==> src/rtl/warp_dispatcher.sv <==
// Binds accepted kernels to the lowest idle SIMD core and returns finished warp IDs one per cycle.
// Optional per-core watchdog is built when WARP_DISPATCH_TIMEOUT_EN is defined.
module warp_dispatcher #(
    parameter int unsigned NUM_SIMD_CORES    = 4,
    parameter int unsigned LOG2_THREAD_COUNT = 3
`ifdef WARP_DISPATCH_TIMEOUT_EN
    , parameter int unsigned TIMEOUT_CYCLES  = 1024
`endif
) (
    input  logic                                           clk,
    input  logic                                           rst,
    input  logic                                           valid_kernel,
    input  logic [3:0]                                     kernel_warp_id,
    input  logic [31:0]                                    kernel_pc,
    input  logic [LOG2_THREAD_COUNT-1:0]                   kernel_num_threads,
    output logic                                           kernel_ready,
    output logic [NUM_SIMD_CORES-1:0]                      core_start,
    output logic [32*NUM_SIMD_CORES-1:0]                   core_pc,
    output logic [(2**LOG2_THREAD_COUNT)*NUM_SIMD_CORES-1:0] core_thread_mask,
    input  logic [NUM_SIMD_CORES-1:0]                      core_done,
    output logic [3:0]                                     finished_warp_id,
    output logic [NUM_SIMD_CORES-1:0]                      timeout
);

    localparam int unsigned THREAD_COUNT = 2**LOG2_THREAD_COUNT;

    typedef enum logic [1:0] {
        S_IDLE,
        S_BUSY,
        S_PENDING
    } core_state_e;

    core_state_e               state_q   [NUM_SIMD_CORES];
    core_state_e               state_d   [NUM_SIMD_CORES];
    logic [3:0]                warp_id_q [NUM_SIMD_CORES];
    logic [3:0]                warp_id_d [NUM_SIMD_CORES];
    logic [31:0]               pc_q      [NUM_SIMD_CORES];
    logic [31:0]               pc_d      [NUM_SIMD_CORES];
    logic [THREAD_COUNT-1:0]   mask_q    [NUM_SIMD_CORES];
    logic [THREAD_COUNT-1:0]   mask_d    [NUM_SIMD_CORES];
    logic [NUM_SIMD_CORES-1:0] start_q, start_d;
    logic [3:0]                fin_q, fin_d;
    logic [THREAD_COUNT-1:0]   new_mask;
    logic                      zero_thr;
    logic                      alloc_found;
    logic                      rep_found;

`ifdef WARP_DISPATCH_TIMEOUT_EN
    localparam int unsigned CNT_W = $clog2(TIMEOUT_CYCLES + 1);
    logic [CNT_W-1:0]          cnt_q [NUM_SIMD_CORES];
    logic [CNT_W-1:0]          cnt_d [NUM_SIMD_CORES];
    logic [NUM_SIMD_CORES-1:0] timeout_q, timeout_d;
`endif

    always_comb begin
        new_mask = '0;
        for (int unsigned t = 0; t < THREAD_COUNT; t++) begin
            new_mask[t] = (t < 32'(kernel_num_threads));
        end
        zero_thr = (kernel_num_threads == '0);
    end

    // Reporting and allocation both look at registered state only, so a core
    // freed this edge is allocatable next edge and a new PENDING waits a cycle.
    always_comb begin
        start_d     = '0;
        fin_d       = 4'hF;
        alloc_found = 1'b0;
        rep_found   = 1'b0;
`ifdef WARP_DISPATCH_TIMEOUT_EN
        timeout_d   = timeout_q;
`endif
        for (int unsigned i = 0; i < NUM_SIMD_CORES; i++) begin
            state_d[i]   = state_q[i];
            warp_id_d[i] = warp_id_q[i];
            pc_d[i]      = pc_q[i];
            mask_d[i]    = mask_q[i];
`ifdef WARP_DISPATCH_TIMEOUT_EN
            cnt_d[i]     = cnt_q[i];
`endif
            unique case (state_q[i])
                S_PENDING: begin
                    if (!rep_found) begin
                        rep_found  = 1'b1;
                        fin_d      = warp_id_q[i];
                        state_d[i] = S_IDLE;
                    end
                end
                S_BUSY: begin
`ifdef WARP_DISPATCH_TIMEOUT_EN
                    cnt_d[i] = cnt_q[i] + CNT_W'(1);
                    if (cnt_q[i] == CNT_W'(TIMEOUT_CYCLES - 1)) begin
                        state_d[i]   = S_PENDING;
                        timeout_d[i] = 1'b1;
                    end
`endif
                    if (core_done[i]) begin
                        state_d[i] = S_PENDING;
                    end
                end
                S_IDLE: begin
                    if (valid_kernel && !alloc_found) begin
                        alloc_found  = 1'b1;
                        warp_id_d[i] = kernel_warp_id;
                        pc_d[i]      = kernel_pc;
                        mask_d[i]    = new_mask;
                        state_d[i]   = zero_thr ? S_PENDING : S_BUSY;
                        start_d[i]   = !zero_thr;
`ifdef WARP_DISPATCH_TIMEOUT_EN
                        cnt_d[i]     = '0;
`endif
                    end
                end
                default: state_d[i] = S_IDLE;
            endcase
        end
    end

    always_ff @(posedge clk) begin
        if (rst) begin
            start_q <= '0;
            fin_q   <= 4'hF;
            for (int unsigned i = 0; i < NUM_SIMD_CORES; i++) begin
                state_q[i]   <= S_IDLE;
                warp_id_q[i] <= '0;
                pc_q[i]      <= '0;
                mask_q[i]    <= '0;
            end
        end else begin
            start_q <= start_d;
            fin_q   <= fin_d;
            for (int unsigned i = 0; i < NUM_SIMD_CORES; i++) begin
                state_q[i]   <= state_d[i];
                warp_id_q[i] <= warp_id_d[i];
                pc_q[i]      <= pc_d[i];
                mask_q[i]    <= mask_d[i];
            end
        end
    end

`ifdef WARP_DISPATCH_TIMEOUT_EN
    always_ff @(posedge clk) begin
        if (rst) begin
            timeout_q <= '0;
            for (int unsigned i = 0; i < NUM_SIMD_CORES; i++) begin
                cnt_q[i] <= '0;
            end
        end else begin
            timeout_q <= timeout_d;
            for (int unsigned i = 0; i < NUM_SIMD_CORES; i++) begin
                cnt_q[i] <= cnt_d[i];
            end
        end
    end

    assign timeout = timeout_q;
`else
    assign timeout = '0;
`endif

    always_comb begin
        kernel_ready     = 1'b0;
        core_pc          = '0;
        core_thread_mask = '0;
        for (int unsigned i = 0; i < NUM_SIMD_CORES; i++) begin
            kernel_ready = kernel_ready | (state_q[i] == S_IDLE);
            core_pc[i*32 +: 32] = pc_q[i];
            core_thread_mask[i*THREAD_COUNT +: THREAD_COUNT] = mask_q[i];
        end
    end

    assign core_start       = start_q;
    assign finished_warp_id = fin_q;

endmodule

==> config.mk <==
export PLATFORM = sky130hd
export DESIGN_NAME = warp_dispatcher
export DESIGN_NICKNAME = d
export VERILOG_FILES = /design/src/rtl/warp_dispatcher.sv
export SDC_FILE = /design/constraint.sdc
export NUM_CORES = 1
export LEC_CHECK = 0
export ABC_AREA = 0
export ABC_CLOCK_PERIOD_IN_PS = 4600
export CORE_AREA = 2 2 128 117
export DETAILED_ROUTE_END_ITERATION = 16
export DIE_AREA = 0 0 130 119
export GPL_TIMING_DRIVEN = 1
export PLACE_DENSITY = 0.83
export SLEW_MARGIN = 5
export SYNTH_ARGS = -nofsm -noshare
export SYNTH_HDL_FRONTEND = slang
export SYNTH_SLANG_ARGS = --single-unit
==> constraint.sdc <==
create_clock -name clk -period 4.6 [get_ports clk]
set_input_delay 1.38 -clock clk [delete_from_list [all_inputs] [get_ports clk]]
set_output_delay 1.38 -clock clk [all_outputs]
set_load 0.02 [all_outputs]
==> results by group, run 1 <==
Synth
  • Cell type contributing the most total cell area after synthesis: sky130_fd_sc_hd__dfxtp_1
  • Synth top area cells: sky130_fd_sc_hd__dfxtp_1 (55%), sky130_fd_sc_hd__nand2_1 (18%), sky130_fd_sc_hd__a21oi_1 (12%)
  • Post-synth ARST share: 0
  • Fraction of the yosys area taken by sequential cells: 0.554
  • Mapped Avg Cell Area: 7.96 µm²
  • Netlist area before placement: between 6000 and 7000 µm²
  • Portion of synthesized cell area occupied by the leading cell type: 0.554
  • Number of storage elements in the synthesis netlist: 188
  • Number of enable-type register cells in the synthesized netlist: 0
  • Total number of yosys warnings: 0
  • Number of standard cells after synthesis: 853
  • Dominant synthesized flop cell: sky130_fd_sc_hd__dfxtp_1
  • Number of distinct library cell variants in the gate-level netlist after synthesis: 35

Route
  • Routed Wire Length: approximately 20 mm
  • Detail-routed via count per cell: slightly above 5
  • Per-cell routed wire length: about 16 µm
  • DRC violation total after the first TritonRoute iteration: 391
  • Number of search-and-repair iterations in the first detailed-routing pass: 4
  • DRC Markers: 0
  • Remaining antenna violation count: 0
  • Via count: 6344

Timing
  • Final hold vios: 0
  • Unrepaired setup endpoints after global routing: false
  • Clk_skew: approximately 8.1 ps
  • Slew Viols, Final: 0
  • Slew at the pin with the worst max-slew slack: 1070 ps
  • Post-route clock period utilization: 0.762
  • Final total negative setup slack: 0 ps
  • Setup violators final: 0
  • Rel. slew slack: 0.285
  • Fmax: 0.285 GHz
  • Period minus WS final: 3510 ps

Global routing
  • Number of antenna violations at the first check in global routing: 0
  • Global-route wire length before repair: a little over 30 mm
  • Total overflow reported by the global router: 0
  • Overall Global Routing Usage: 0.255
  • Vias in the first global route: roughly 6000
  • Largest net degree at the start of global routing: 88

Cells and area
  • Fill cell count: 1213
  • Final Net Count: between 1000 and 1500
  • Leading cell type in the layout, fill and taps excluded: sky130_fd_sc_hd__nand2_1
  • Ant diodes: 0
  • Most frequent cells in the layout: sky130_fd_sc_hd__nand2_1 (323), sky130_fd_sc_hd__clkdlybuf4s50_1 (209), sky130_fd_sc_hd__dfxtp_1 (188), sky130_fd_sc_hd__a21oi_1 (167), sky130_fd_sc_hd__nor2_1 (27)
  • Area growth from synthesis to final layout: 39.9%
  • Ratio of cells with drive above 1 in the final layout: 0.0473

Critical path
  • Worst path bufs/invs: 1
  • Kind of launch point of the worst setup path: flop
  • Worst Path Max Fanout: 8
  • Kind of capture point of the worst setup path: output pin
  • Gate family responsible for the most delay along the worst path: simple AND/OR/NAND/NOR gates
  • Critical Path Max Stage Delay: 550 ps
  • Crit path cell chain: nor2_1 > or4_1 > clkdlybuf4s50_1
  • Cell with the biggest individual delay on the critical path: sky130_fd_sc_hd__clkdlybuf4s50_1
  • Data arrival time of the critical path: 2130 ps
  • Critical path class: reg2out
  • Worst EP required: 3220 ps

CTS
  • CTS Root Cell: sky130_fd_sc_hd__clkbuf_16
  • Total clock buffers created by CTS: 17
  • Count of instances resized after the clock tree is built: 0
  • Number of H-tree levels: 4
  • Later-pin clock latency in the skew report: approximately 420 ps
  • Setup Buffers After CTS: 0
  • CTS clock-pin slew for the worst setup and hold paths: 70 ps
  • Number of clock sinks seen by CTS: 188
  • Clock tree from TritonCTS: done
  • Hold-fix buffers, CTS: 0
  • Maximum root-to-sink buffer count: 2

Place
  • Routability cong.: 0.777
  • IO Port Bufs: 210
  • Final HPWL DP: 12.3 mm

Floorplan
  • Num rows: 42
  • Horizontal extent of the die: 130 µm
  • Number of top-level pins: roughly 220
  • Overall die area: 15500 µm²
  • Initial standard-cell utilization of the core: 0.473
  • Area inside the core boundary: 14300 µm²
  • Die Y-Extent: 119 µm

Pwr
  • Peak supply drop: 0.000312 V
  • LEAKAGE: 0.00326 µW
  • Design Power: between 3000 and 4000 µW
  • Power density over cell area: 382 nW/µm²

Outcome
  • Outcome: complete, no violations

Run
  • Max-capacitance violation count: 0

Worst hold path
  • Type of the tightest min-delay check: reg2reg
==> worst register-to-register path: stages, from the launching register on <==
cell and delay [ps]:
sky130_fd_sc_hd__dfxtp_1 570, sky130_fd_sc_hd__o221ai_2 260, sky130_fd_sc_hd__or4_2 1040, sky130_fd_sc_hd__a31o_1 370
==> where the power goes <==
group / leakage, µW / switching [µW] / total (µW) / internal [µW]
logic: 0.00144 / 228 / 379 / 151
clock network: 0.000297 / 633 / 1550 / 912
registers: 0.00153 / 29.4 / 1710 / 1680
==> layer usage <==
layer | wire [µm] | GRT usage
met5 | 0 | 0
met4 | 229 | 0.0712
met3 | 1620 | 0.0934
met2 | 9480 | 0.425
met1 | 8320 | 0.309
==> final timing paths <==
kind                            depth (start not counted)          start            to  slack, ps
worst max-delay path                                    3  state_q[2][0]  kernel_ready       1090
worst min register to register                          2     pc_q[2][2]    pc_q[2][2]        450
worst max register to register                          3  state_q[1][0]  mask_q[3][0]       2250
worst min-delay path                                    2     pc_q[2][2]    pc_q[2][2]        450
==> synth_stat cells (4+ instances only) <==
| library cell | number |
|---|---|
| sky130_fd_sc_hd__buf_2 | 23 |
| sky130_fd_sc_hd__nand3_1 | 4 |
| sky130_fd_sc_hd__clkbuf_1 | 39 |
| sky130_fd_sc_hd__nor2_1 | 27 |
| sky130_fd_sc_hd__buf_4 | 8 |
| sky130_fd_sc_hd__nor2b_1 | 4 |
| sky130_fd_sc_hd__nand2_1 | 324 |
| sky130_fd_sc_hd__o32a_1 | 4 |
| sky130_fd_sc_hd__a211oi_1 | 11 |
| sky130_fd_sc_hd__buf_6 | 4 |
| sky130_fd_sc_hd__a21oi_1 | 167 |
| sky130_fd_sc_hd__nor3_1 | 17 |
| sky130_fd_sc_hd__dfxtp_1 | 188 |
==> final cells by class <==
| cell class | count | area (µm²) | share of cell area |
|---|---|---|---|
| Timing Repair Buffer | 218 | 2160 | 0.228 |
| Tap cell | 198 | 248 | 0.0261 |
| Multi-Input combinational cell | 596 | 2700 | 0.284 |
| Sequential cell | 188 | 3760 | 0.396 |
| Clock inverter | 14 | 193 | 0.0203 |
| Clock buffer | 18 | 429 | 0.0452 |
| Inverter | 2 | 7.51 | 0.000790 |
==> stage by stage <==
step	setup slack (ps)	hold slack [ps]	utilization	instance area, µm²	cells
6_report	1090	454	0.662	9500	1234
5_1_grt	988	468	0.662	9500	1234
4_1_cts	1080	455	0.662	9500	1234
3_5_place_dp	947	446	0.619	8880	1202
3_3_place_gp	945	440	0.619	8880	1202
2_1_floorplan	2060	436	-	6820	860
==> sequential cells by signal (all words and copies together), names as in the netlist <==
| signal | cells |
|---|---|
| state_q | 8 |
| finished_warp_id | 4 |
| pc_q | 128 |
| warp_id_q | 16 |
| mask_q | 28 |
| core_start | 4 |
==> cells by family (layout without fill, tap and decap cells) <==
logic type / Yosys count / count (layout) / synth area share
flip-flops: 188 / 188 / 0.554
other: 1 / 8 / 0.000552
AO/OA/AOI/OAI: 194 / 194 / 0.156
buffers and inverters: 76 / 252 / 0.0551
AND/OR/NAND/NOR: 394 / 394 / 0.234
No activity file was read; power rests on OpenSTA's default activity.
==> inputs of run 2 (changes only) <==
--- a/config.mk
+++ b/config.mk
@@ -6,12 +6,12 @@
 export NUM_CORES = 1
 export LEC_CHECK = 0
 export ABC_AREA = 0
-export ABC_CLOCK_PERIOD_IN_PS = 4600
-export CORE_AREA = 2 2 128 117
+export ABC_CLOCK_PERIOD_IN_PS = 3200
+export CORE_AREA = 2 2 139 128
 export DETAILED_ROUTE_END_ITERATION = 16
-export DIE_AREA = 0 0 130 119
+export DIE_AREA = 0 0 141 130
 export GPL_TIMING_DRIVEN = 1
-export PLACE_DENSITY = 0.83
+export PLACE_DENSITY = 0.74
 export SLEW_MARGIN = 5
 export SYNTH_ARGS = -nofsm -noshare
 export SYNTH_HDL_FRONTEND = slang
==> constraint.sdc (replaced) <==
create_clock -name clk -period 3.2 [get_ports clk]
set_input_delay 0.96 -clock clk [delete_from_list [all_inputs] [get_ports clk]]
set_output_delay 0.96 -clock clk [all_outputs]
set_load 0.02 [all_outputs]
==> run 2 against run 1 <==
Wire length up 3.5%. Combinational power up 49%. Sequential power is 44% higher. Register-to-register slack got worse by 1100 ps. Worst hold slack got worse by 1.5 ps. Via count rose by 0.25%. Clock-buffer cell count grew 2. Critical path type unchanged.
==> results by group, run 2 (synthesis results as in run 1) <==
CTS
  • Number of clock sinks seen by CTS: 188 (unchanged)
  • Maximum root-to-sink buffer count: 2 (unchanged)
  • Count of instances resized after the clock tree is built: 0 (unchanged)
  • Total clock buffers created by CTS: 17 (unchanged)
  • Hold-fix buffers, CTS: 0 (unchanged)
  • Number of H-tree levels: 4 (unchanged)
  • Clock tree from TritonCTS: done
  • CTS clock-pin slew for the worst setup and hold paths: 70 ps (about the same)
  • Setup Buffers After CTS: 0 (unchanged)
  • CTS Root Cell: sky130_fd_sc_hd__clkbuf_16
  • Later-pin clock latency in the skew report: 430 ps (about the same)

Pwr
  • Combinational share of power: 0.110 (+0.006)
  • Peak supply drop: 0.000373 V (+20%)
  • Internal power of the cells: 3820 µW (+39%)
  • Switching power share of the total: 0.251 (+0.00609)
  • Clock power frac: 0.409 (-0.016)
  • Power spent charging and discharging nets: 1280 µW (+44%)
  • Sequential power share: 0.481 (+0.011)
  • LEAKAGE: 0.00331 µW (+1.6%)
  • Power density over cell area: 532 nW/µm² (+39%)

Cells and area
  • Most flops, register: pc_q
  • Largest register FFs: 128 (unchanged)
  • Most frequent cells in the layout: sky130_fd_sc_hd__nand2_1 (323), sky130_fd_sc_hd__clkdlybuf4s50_1 (209), sky130_fd_sc_hd__dfxtp_1 (188), sky130_fd_sc_hd__a21oi_1 (167), sky130_fd_sc_hd__nor2_1 (27)
  • Leading cell type in the layout, fill and taps excluded: sky130_fd_sc_hd__nand2_1
  • Regs by FF count: pc_q: 128 flops, mask_q: 28 flops, warp_id_q: 16 flops
  • Ratio of cells with drive above 1 in the final layout: 0.0573 (+0.0100)
  • Final Net Count: 1080 (+1.0%)
  • Area growth from synthesis to final layout: 41.4%
  • Final core area utilization: 0.562 (-0.100)
  • Ant diodes: 0 (unchanged)
  • Fill cell count: 1579 (+30%)

Route
  • Number of search-and-repair iterations in the first detailed-routing pass: 5 (+1)
  • Routed Wire Length: 20.4 mm (+3.5%)
  • DRC violation total after the first TritonRoute iteration: 373 (-4.6%)
  • Detail-routed via count per cell: 5.04 (-2.0%)
  • DRC Markers: 0 (unchanged)
  • Per-cell routed wire length: 16.1 µm (+1.2%)
  • Via count: 6360 (+0.25%)
  • Met3 wire length: 1.80 mm (+11%)
  • Uppermost layer routed: met4
  • Detailed-routing wirelength on met1: 8.94 mm (+7.4%)
  • Remaining antenna violation count: 0 (unchanged)
  • Met2 WL: 9.36 mm (-1.3%)

Global routing
  • Total overflow reported by the global router: 0 (unchanged)
  • Vias in the first global route: 5785 (-4.5%)
  • Overall Global Routing Usage: 0.219 (-0.0357)
  • Global-route wire length before repair: 31.4 mm (+1.6%)
  • Number of antenna violations at the first check in global routing: 0 (unchanged)
  • Largest net degree at the start of global routing: 71 (-19%)

Critical path
  • Worst Path Max Fanout: 8 (unchanged)
  • Critical path class: reg2out
  • Worst path bufs/invs: 1 (unchanged)
  • Data arrival time of the critical path: 2170 ps (+40 ps)
  • Crit path cell chain: nor2_1 > or4_1 > clkdlybuf4s50_1
  • Critical Path Max Stage Delay: 550 ps (about the same)
  • Kind of launch point of the worst setup path: flop
  • Gate family responsible for the most delay along the worst path: simple AND/OR/NAND/NOR gates
  • Cell with the biggest individual delay on the critical path: sky130_fd_sc_hd__or4_1
  • Worst EP required: 2240 ps (-980 ps)
  • Kind of capture point of the worst setup path: output pin

Place
  • Worst setup slack before clock tree synthesis: 302 ps (-645 ps)
  • Final HPWL DP: 13.6 mm (+10%)
  • IO Port Bufs: 210 (unchanged)
  • Routability cong.: 0.822 (+5.7%)

Timing
  • Final total negative setup slack: 0 ps (unchanged)
  • Slew Viols, Final: 0 (unchanged)
  • Final hold vios: 0 (unchanged)
  • Rel. slew slack: 0.569 (+0.284)
  • Worst Hold Margin: 452 ps (-1.47 ps)
  • Slew at the pin with the worst max-slew slack: 647 ps (-426 ps)
  • Fmax: 0.320 GHz
  • Unrepaired setup endpoints after global routing: false
  • Setup violators final: 0 (unchanged)
  • Clk_skew: 17.2 ps (+9.08 ps)
  • Post-route clock period utilization: 0.977
  • Period minus WS final: 3130 ps
  • Worst Slack Setup Final: 74.6 ps (-1020 ps)

Floorplan
  • Num rows: 46 (+9.5%)
  • Initial standard-cell utilization of the core: 0.397 (-0.0761)
  • Number of top-level pins: 219 (unchanged)
  • Die Y-Extent: 130 µm (+9.2%)
  • Horizontal extent of the die: 141 µm (+8.5%)
  • Overall die area: 18300 µm² (+18%)
  • Area inside the core boundary: 17100 µm² (+19%)

Run
  • Max-capacitance violation count: 0 (unchanged)

Worst hold path
  • Type of the tightest min-delay check: reg2reg

Outcome
  • Outcome: complete, no violations
## run 2: final timing paths
path	cells past startpoint	from	slack [ps]	to
setup / recovery	3	state_q[2][0]	70	kernel_ready
hold / removal	2	pc_q[3][2]	450	pc_q[3][2]
setup reg to reg	5	state_q[1][0]	1180	pc_q[3][1]
hold reg to reg	2	pc_q[3][2]	450	pc_q[3][2]
## run 2: area by class of cell
cell class / instances / area [µm²] / share of cell area
Clock buffer: 20 / 447 / 0.0465
Clock inverter: 12 / 135 / 0.0141
Inverter: 2 / 7.51 / 0.000782
Multi-Input combinational cell: 596 / 2700 / 0.281
Sequential cell: 188 / 3760 / 0.392
Tap cell: 216 / 270 / 0.0281
Timing Repair Buffer: 229 / 2280 / 0.238
## run 2: metal layers
metal	vias to the layer above	global-route usage
met2	216	0.344
met5	-	0
li1	3133	-
met1	2989	0.281
met3	22	0.0818
met4	0	0.0747
## run 2: power groups by stage
| stage | logic [µW] | clock network, µW | registers, µW |
|---|---|---|---|
| floorplan | 209 | 0 | 2580 |
| global route | 606 | 2230 | 2460 |
| detailed placement | 566 | 0 | 2510 |
| CTS | 568 | 2140 | 2460 |
| global placement | 560 | 0 | 2510 |
| finish | 564 | 2090 | 2460 |
## run 2: worst reg2reg max path, cell delays in order (launching register included)
cell	delay, ps
sky130_fd_sc_hd__dfxtp_1	580
sky130_fd_sc_hd__o221ai_2	260
sky130_fd_sc_hd__or4_2	620
sky130_fd_sc_hd__buf_12	200
sky130_fd_sc_hd__nand2_1	150
sky130_fd_sc_hd__a21oi_1	80
## run 2: per-stage QoR
step                cells  area (µm²)  power [µW]
detailed placement   1231        9020        3070
finish               1263        9600        5110
global route         1263        9600        5300
floorplan             860        6820        2790
CTS                  1263        9600        5160
global placement     1231        9020        3070
